File: config.mk
export PLATFORM = sky130hd
export DESIGN_NAME = minmax_tracker
export DESIGN_NICKNAME = d
export VERILOG_FILES = /design/src/rtl/minmax_pkg.sv /design/src/rtl/compare4.sv /design/src/rtl/minmax_tracker.sv
export SDC_FILE = /design/constraint.sdc
export NUM_CORES = 1
export LEC_CHECK = 0
export BUFFER_PORTS_ARGS = -buffer_cell sky130_fd_sc_hd__buf_2
export CORE_ASPECT_RATIO = 1.25
export CORE_UTILIZATION = 30
export DETAILED_ROUTE_END_ITERATION = 8
export PLACE_DENSITY_LB_ADDON = 0.08
export SETUP_SLACK_MARGIN = 0.3
export SYNTH_ARGS = -nofsm -noshare
export SYNTH_HDL_FRONTEND = slang
export SYNTH_SLANG_ARGS = --single-unit
File: constraint.sdc
create_clock -name clk -period 2.55 [get_ports clk]
set_clock_uncertainty 0.1 [all_clocks]
set_input_delay 0.3825 -clock clk [delete_from_list [all_inputs] [get_ports clk]]
set_output_delay 0.3825 -clock clk [all_outputs]
set_load 0.01 [all_outputs]
File: src/rtl/minmax_pkg.sv
// Shared types and widths for the min/max frame tracker.
package minmax_pkg;

    localparam int DATA_W = 4;
    localparam int CNT_W  = 5;

    typedef enum logic [1:0] {
        IDLE  = 2'd0,
        ACCUM = 2'd1,
        HOLD  = 2'd2
    } state_t;

endpackage

File: src/rtl/compare4.sv
// Unsigned 4-bit magnitude comparator: more = a > b, less = a < b.
module compare4 (
    input  logic [3:0] a,
    input  logic [3:0] b,
    output logic       more,
    output logic       less
);

    assign more = (a > b);
    assign less = (a < b);

endmodule

File: src/rtl/minmax_tracker.sv
// Tracks min/max of each FRAME_LEN-sample frame and holds the result until consumed.
// Optional MINMAX_INDEX_EN adds first-occurrence positions of min and max.
module minmax_tracker
    import minmax_pkg::*;
#(
    parameter int FRAME_LEN = 8
) (
    input  logic              clk,
    input  logic              rst_n,
    input  logic              flush,
    input  logic              in_valid,
    input  logic [DATA_W-1:0] in_data,
    output logic              in_ready,
    output logic              out_valid,
    input  logic              out_ready,
    output logic [DATA_W-1:0] min_o,
    output logic [DATA_W-1:0] max_o
`ifdef MINMAX_INDEX_EN
    ,
    output logic [3:0]        min_idx_o,
    output logic [3:0]        max_idx_o
`endif
);

    localparam logic [CNT_W-1:0] LAST_CNT = CNT_W'(FRAME_LEN - 1);

    state_t            state, state_nxt;
    logic [CNT_W-1:0]  count;
    logic [DATA_W-1:0] acc_min, acc_max;
    logic [DATA_W-1:0] nxt_min, nxt_max;
    logic              gt_max, lt_min;
    logic              cmp_max_less_unused, cmp_min_more_unused;
    logic              accept, last, first;

    compare4 u_cmp_max (
        .a    (in_data),
        .b    (acc_max),
        .more (gt_max),
        .less (cmp_max_less_unused)
    );

    compare4 u_cmp_min (
        .a    (in_data),
        .b    (acc_min),
        .more (cmp_min_more_unused),
        .less (lt_min)
    );

    // flush beats a simultaneous sample; HOLD never accepts
    assign accept = in_valid & in_ready & ~flush & (state != HOLD);
    assign last   = accept & (count == LAST_CNT);
    assign first  = (state == IDLE);

    always_comb begin
        nxt_min = acc_min;
        nxt_max = acc_max;
        if (first || lt_min) nxt_min = in_data;
        if (first || gt_max) nxt_max = in_data;
    end

    always_comb begin
        state_nxt = state;
        case (state)
            IDLE: begin
                if (accept) state_nxt = last ? HOLD : ACCUM;
            end
            ACCUM: begin
                if (flush)     state_nxt = IDLE;
                else if (last) state_nxt = HOLD;
            end
            HOLD: begin
                if (out_valid && out_ready) state_nxt = IDLE;
            end
            default: state_nxt = IDLE;
        endcase
    end

    always_ff @(posedge clk or negedge rst_n) begin
        if (!rst_n) state <= IDLE;
        else        state <= state_nxt;
    end

    // working accumulators are only meaningful once a frame has started
    always_ff @(posedge clk) begin
        if (accept) begin
            acc_min <= nxt_min;
            acc_max <= nxt_max;
        end
    end

    always_ff @(posedge clk or negedge rst_n) begin
        if (!rst_n) begin
            count     <= '0;
            in_ready  <= 1'b0;
            out_valid <= 1'b0;
            min_o     <= '0;
            max_o     <= '0;
        end else begin
            if (flush && state != HOLD) count <= '0;
            else if (last)              count <= '0;
            else if (accept)            count <= count + 1'b1;
            in_ready  <= (state_nxt != HOLD);
            out_valid <= (state_nxt == HOLD);
            if (last) begin
                min_o <= nxt_min;
                max_o <= nxt_max;
            end
        end
    end

`ifdef MINMAX_INDEX_EN
    logic [3:0] acc_min_idx, acc_max_idx;
    logic [3:0] nxt_min_idx, nxt_max_idx;

    always_comb begin
        nxt_min_idx = acc_min_idx;
        nxt_max_idx = acc_max_idx;
        if (first || lt_min) nxt_min_idx = count[3:0];
        if (first || gt_max) nxt_max_idx = count[3:0];
    end

    always_ff @(posedge clk) begin
        if (accept) begin
            acc_min_idx <= nxt_min_idx;
            acc_max_idx <= nxt_max_idx;
        end
    end

    always_ff @(posedge clk or negedge rst_n) begin
        if (!rst_n) begin
            min_idx_o <= '0;
            max_idx_o <= '0;
        end else if (last) begin
            min_idx_o <= nxt_min_idx;
            max_idx_o <= nxt_max_idx;
        end
    end
`endif

endmodule

==> summary.txt <==
Setup path
  • Worst EP arrival: 2.16 ns
  • Worst setup path category: register to register
  • End of the worst register-to-register path: min_o[2]$_DFFE_PN0P_
  • Worst reg2reg path depth: 8
  • Crit path to: min_o[2]$_DFFE_PN0P_
  • Crit path required time: 2.61 ns
  • Worst r2r src: acc_min[1]$_DFFE_PP_
  • Worst setup slack for register-to-register paths: 0.45 ns
  • Crit Path Max Fanout: 2
  • Launch point of the critical path: acc_min[1]$_DFFE_PP_
  • Type of element launching the critical path: register
  • Type of element capturing the critical path: register

Timing
  • Worst-Margin Slew: 0.3869 ns
  • Setup tns final: 0 ns
  • Total count of hold-check failures in the final report: 0
  • Worst slew slack as a fraction of its limit: 74.21%
  • Fmax achieved: 476.6 MHz
  • Final Max Slew Viols: 0
  • Final period util: 82.28%
  • Tmin final: 2.098 ns
  • RSZ-0062 raised after global routing: no
  • Final setup violation count: 0

Pwr
  • Static power due to leakage: 0.6966 nW
  • Power density over cell area: 503.2 nW/µm²
  • Maximum resistive drop on vdd: 0.2223 mV
  • Share of power burned in combinational logic: 11.2%
  • Switching power: 172.0 µW
  • Total power consumption of the routed design: 749.9 µW
  • Power share of the clock group: 31.2%
  • Sequential cell fraction of total power: 57.7%
  • Total internal power: 577.8 µW
  • Net switching fraction of the power: 22.94%

Global routing
  • Number of global-route vias before repair: 798
  • Pin count of the biggest net entering global routing: 18
  • Wire length of the first global-routing pass: 3.684 mm
  • Initial antenna violation count: 0
  • Global-route usage over all layers: 11.22%
  • Sum of overflow across all layers after global routing: 0

Finish
  • Final core area utilization: 36.65%
  • Footprint of the multi-input gates: 553.0 µm²
  • FF/Latch Area: 665.6 µm²
  • Area growth, synth to finish: 17.11%
  • Share of layout cells above drive strength 1: 39.34%
  • Count of inserted antenna diode cells: 0
  • Number of nets in the finished design: 140
  • Filler cell count in the final layout: 413

Detailed routing
  • Via Count: 796
  • Number of violations reported at the end of detailed-routing iteration 0: 19
  • Antenna Nets Post-Route: 0
  • Total length of routed wires: 2.270 mm
  • Detailed-router iteration count before antenna repair: 3
  • Routed wire length per instance: 12.75 µm
  • Post-detailed-route via-to-cell ratio: 4.472
  • Remaining DRCs: 0

Clocking
  • Clock tree from TritonCTS: yes
  • Number of clock sinks seen by CTS: 25
  • Cells resized by post-CTS repair: 0
  • Latest clock arrival within the worst-skew pair: 0.26 ns
  • Buffer depth of the longest clock path: 2
  • Post-CTS setup buffer count: 0
  • Number of buffers created by CTS: 3
  • H-tree Lvls: 1
  • Root Buffer: clkbuf_8
  • Clock-pin slew of the registers on the worst-case setup and hold paths: 0.09 ns

Synth
  • Synthesized area divided by synthesized cell count: 13.12 µm²
  • Most area-hungry cell type in the Yosys netlist: dfrtp_1
  • Number of instances in the synthesized netlist: 97
  • Mapped cell area: 1272 µm²
  • Number of enable-type register cells in the synthesized netlist: 8
  • Synth async-reset ratio: 68.00%
  • Proportion of synthesized chip area in sequential cells: 52.31%
  • Number of distinct library cells after synthesis: 27
  • Net Count, Synth: 114
  • Prevailing post-synth register cell: dfrtp_1
  • Biggest area contributors in the synthesized netlist: dfrtp_1 33%, edfxtp_1 19%, mux2_2 11%
  • Total of warnings raised by yosys: 0
  • Most common cell in the synthesized netlist: dfrtp_1
  • Flip-flop and latch count after synthesis: 25
  • Fraction of post-synthesis cell area in the top cell type by area: 33.43%
  • Leading post-synthesis cells by instance count: 17 x dfrtp_1, 12 x mux2_2, 9 x nor2_1

Die
  • Width of the chip: 60.25 µm
  • Die Footprint: 4508 µm²
  • Total number of placement rows: 26
  • Boundary Pins: 19
  • Height of the die: 74.82 µm
  • Effective utilization at floorplan: 31.29%
  • Core Box Area: 4066 µm²

Placed design
  • Placed wire-length estimate: 1.695 mm
  • Port Buf Inserts: 18
  • Global placer's final weighted congestion: 0.6768

Hold path
  • Path category of the worst min-delay check: input pin to register

Run status
  • Outcome: completed

Run
  • Number of max-cap violations: 0
-- sequential cells by signal, summed over array words and instances (netlist names) --
signal	count
in_ready	1
min_o	4
acc_max	4
out_valid	1
max_o	4
count	5
state	2
acc_min	4
-- cells in the final DEF, fill, tap and decap left out, drive strengths merged, types with 2 or more instances in the layout --
master / instances
nand4: 3
buf: 21
nor2: 9
ha: 8
edfxtp: 8
a21oi: 4
nand2: 3
dfrtp: 17
clkbuf: 4
o21ai: 2
inv: 9
mux2: 18
xor2: 2
nand2b: 2
-- metal layers --
metal	part of all wire (%)	track usage (%)
met1	47	14.16
met2	50	18.68
met3	2.2	1.546
met4	1.0	5.426
met5	0	0
-- worst max-delay path, cell delays in order (launching register included) --
cell      delay, ns
edfxtp_1       0.39
inv_1          0.06
ha_1           0.21
o21ai_1        0.12
a21oi_1        0.05
o31ai_1        0.27
buf_4          0.17
mux2_2         0.35
mux2_4         0.26
-- worst min-delay path by stage --
stage | start | end | slack [ns] | cells past startpoint
global placement | rst_n | count[0]$_DFFE_PN0P_ | 0.23 | 1
CTS | flush | state[0]$_DFF_PN0_ | 0.21 | 2
detailed placement | rst_n | count[1]$_DFFE_PN0P_ | 0.24 | 1
global route | flush | state[0]$_DFF_PN0_ | 0.21 | 2
finish | flush | state[0]$_DFF_PN0_ | 0.22 | 2
floorplan | rst_n | count[0]$_DFFE_PN0P_ | -0.01 | 0
-- timing repair --
item | in CTS | in global routing
endpoints found under the hold margin | 17 | 0
setup endpoints to repair | 0 | 0
hold buffers | 1 | 0
-- power by group through the flow --
stage          Sequential, mW  Clock, mW  Combinational [mW]
2_1_floorplan           0.439          0              0.0523
3_3_place_gp            0.441          0              0.0836
3_5_place_dp            0.441          0              0.0846
4_1_cts                 0.433      0.246              0.0859
6_report                0.433      0.234              0.0837
5_1_grt                 0.434      0.262              0.0960
-- metrics by stage --
stage          instance area, µm²  std cells  worst slack [ns]  hold WS (ns)
4_1_cts                      1490        178            0.4528        0.2117
3_3_place_gp                 1435        173            0.3273        0.2336
3_5_place_dp                 1435        173            0.3215        0.2386
2_1_floorplan                1272         97            0.4686      -0.01309
5_1_grt                      1490        178            0.3821        0.2111
6_report                     1490        178            0.4518        0.2188
-- cell families after synthesis --
kind of cell               after synthesis  share of synthesized area (%)
DFF                                     25                          52.31
AOI/OAI and AO/OA                        9                          4.719
and+or+nand+nor                         23                          10.32
muxes                                   19                          18.49
adders and majority gates                8                          7.867
xor gates and xnor gates                 3                          2.065
buffers and inverters                   10                          4.228
-- area by class of cell --
class / instances / area share [%]
Clock buffer: 4 / 3.023
Inverter: 9 / 2.267
Tap cell: 56 / 4.702
Sequential cell: 25 / 44.67
Multi-Input combinational cell: 62 / 37.11
Timing Repair Buffer: 22 / 8.228
(Power assumes the default switching activity.)
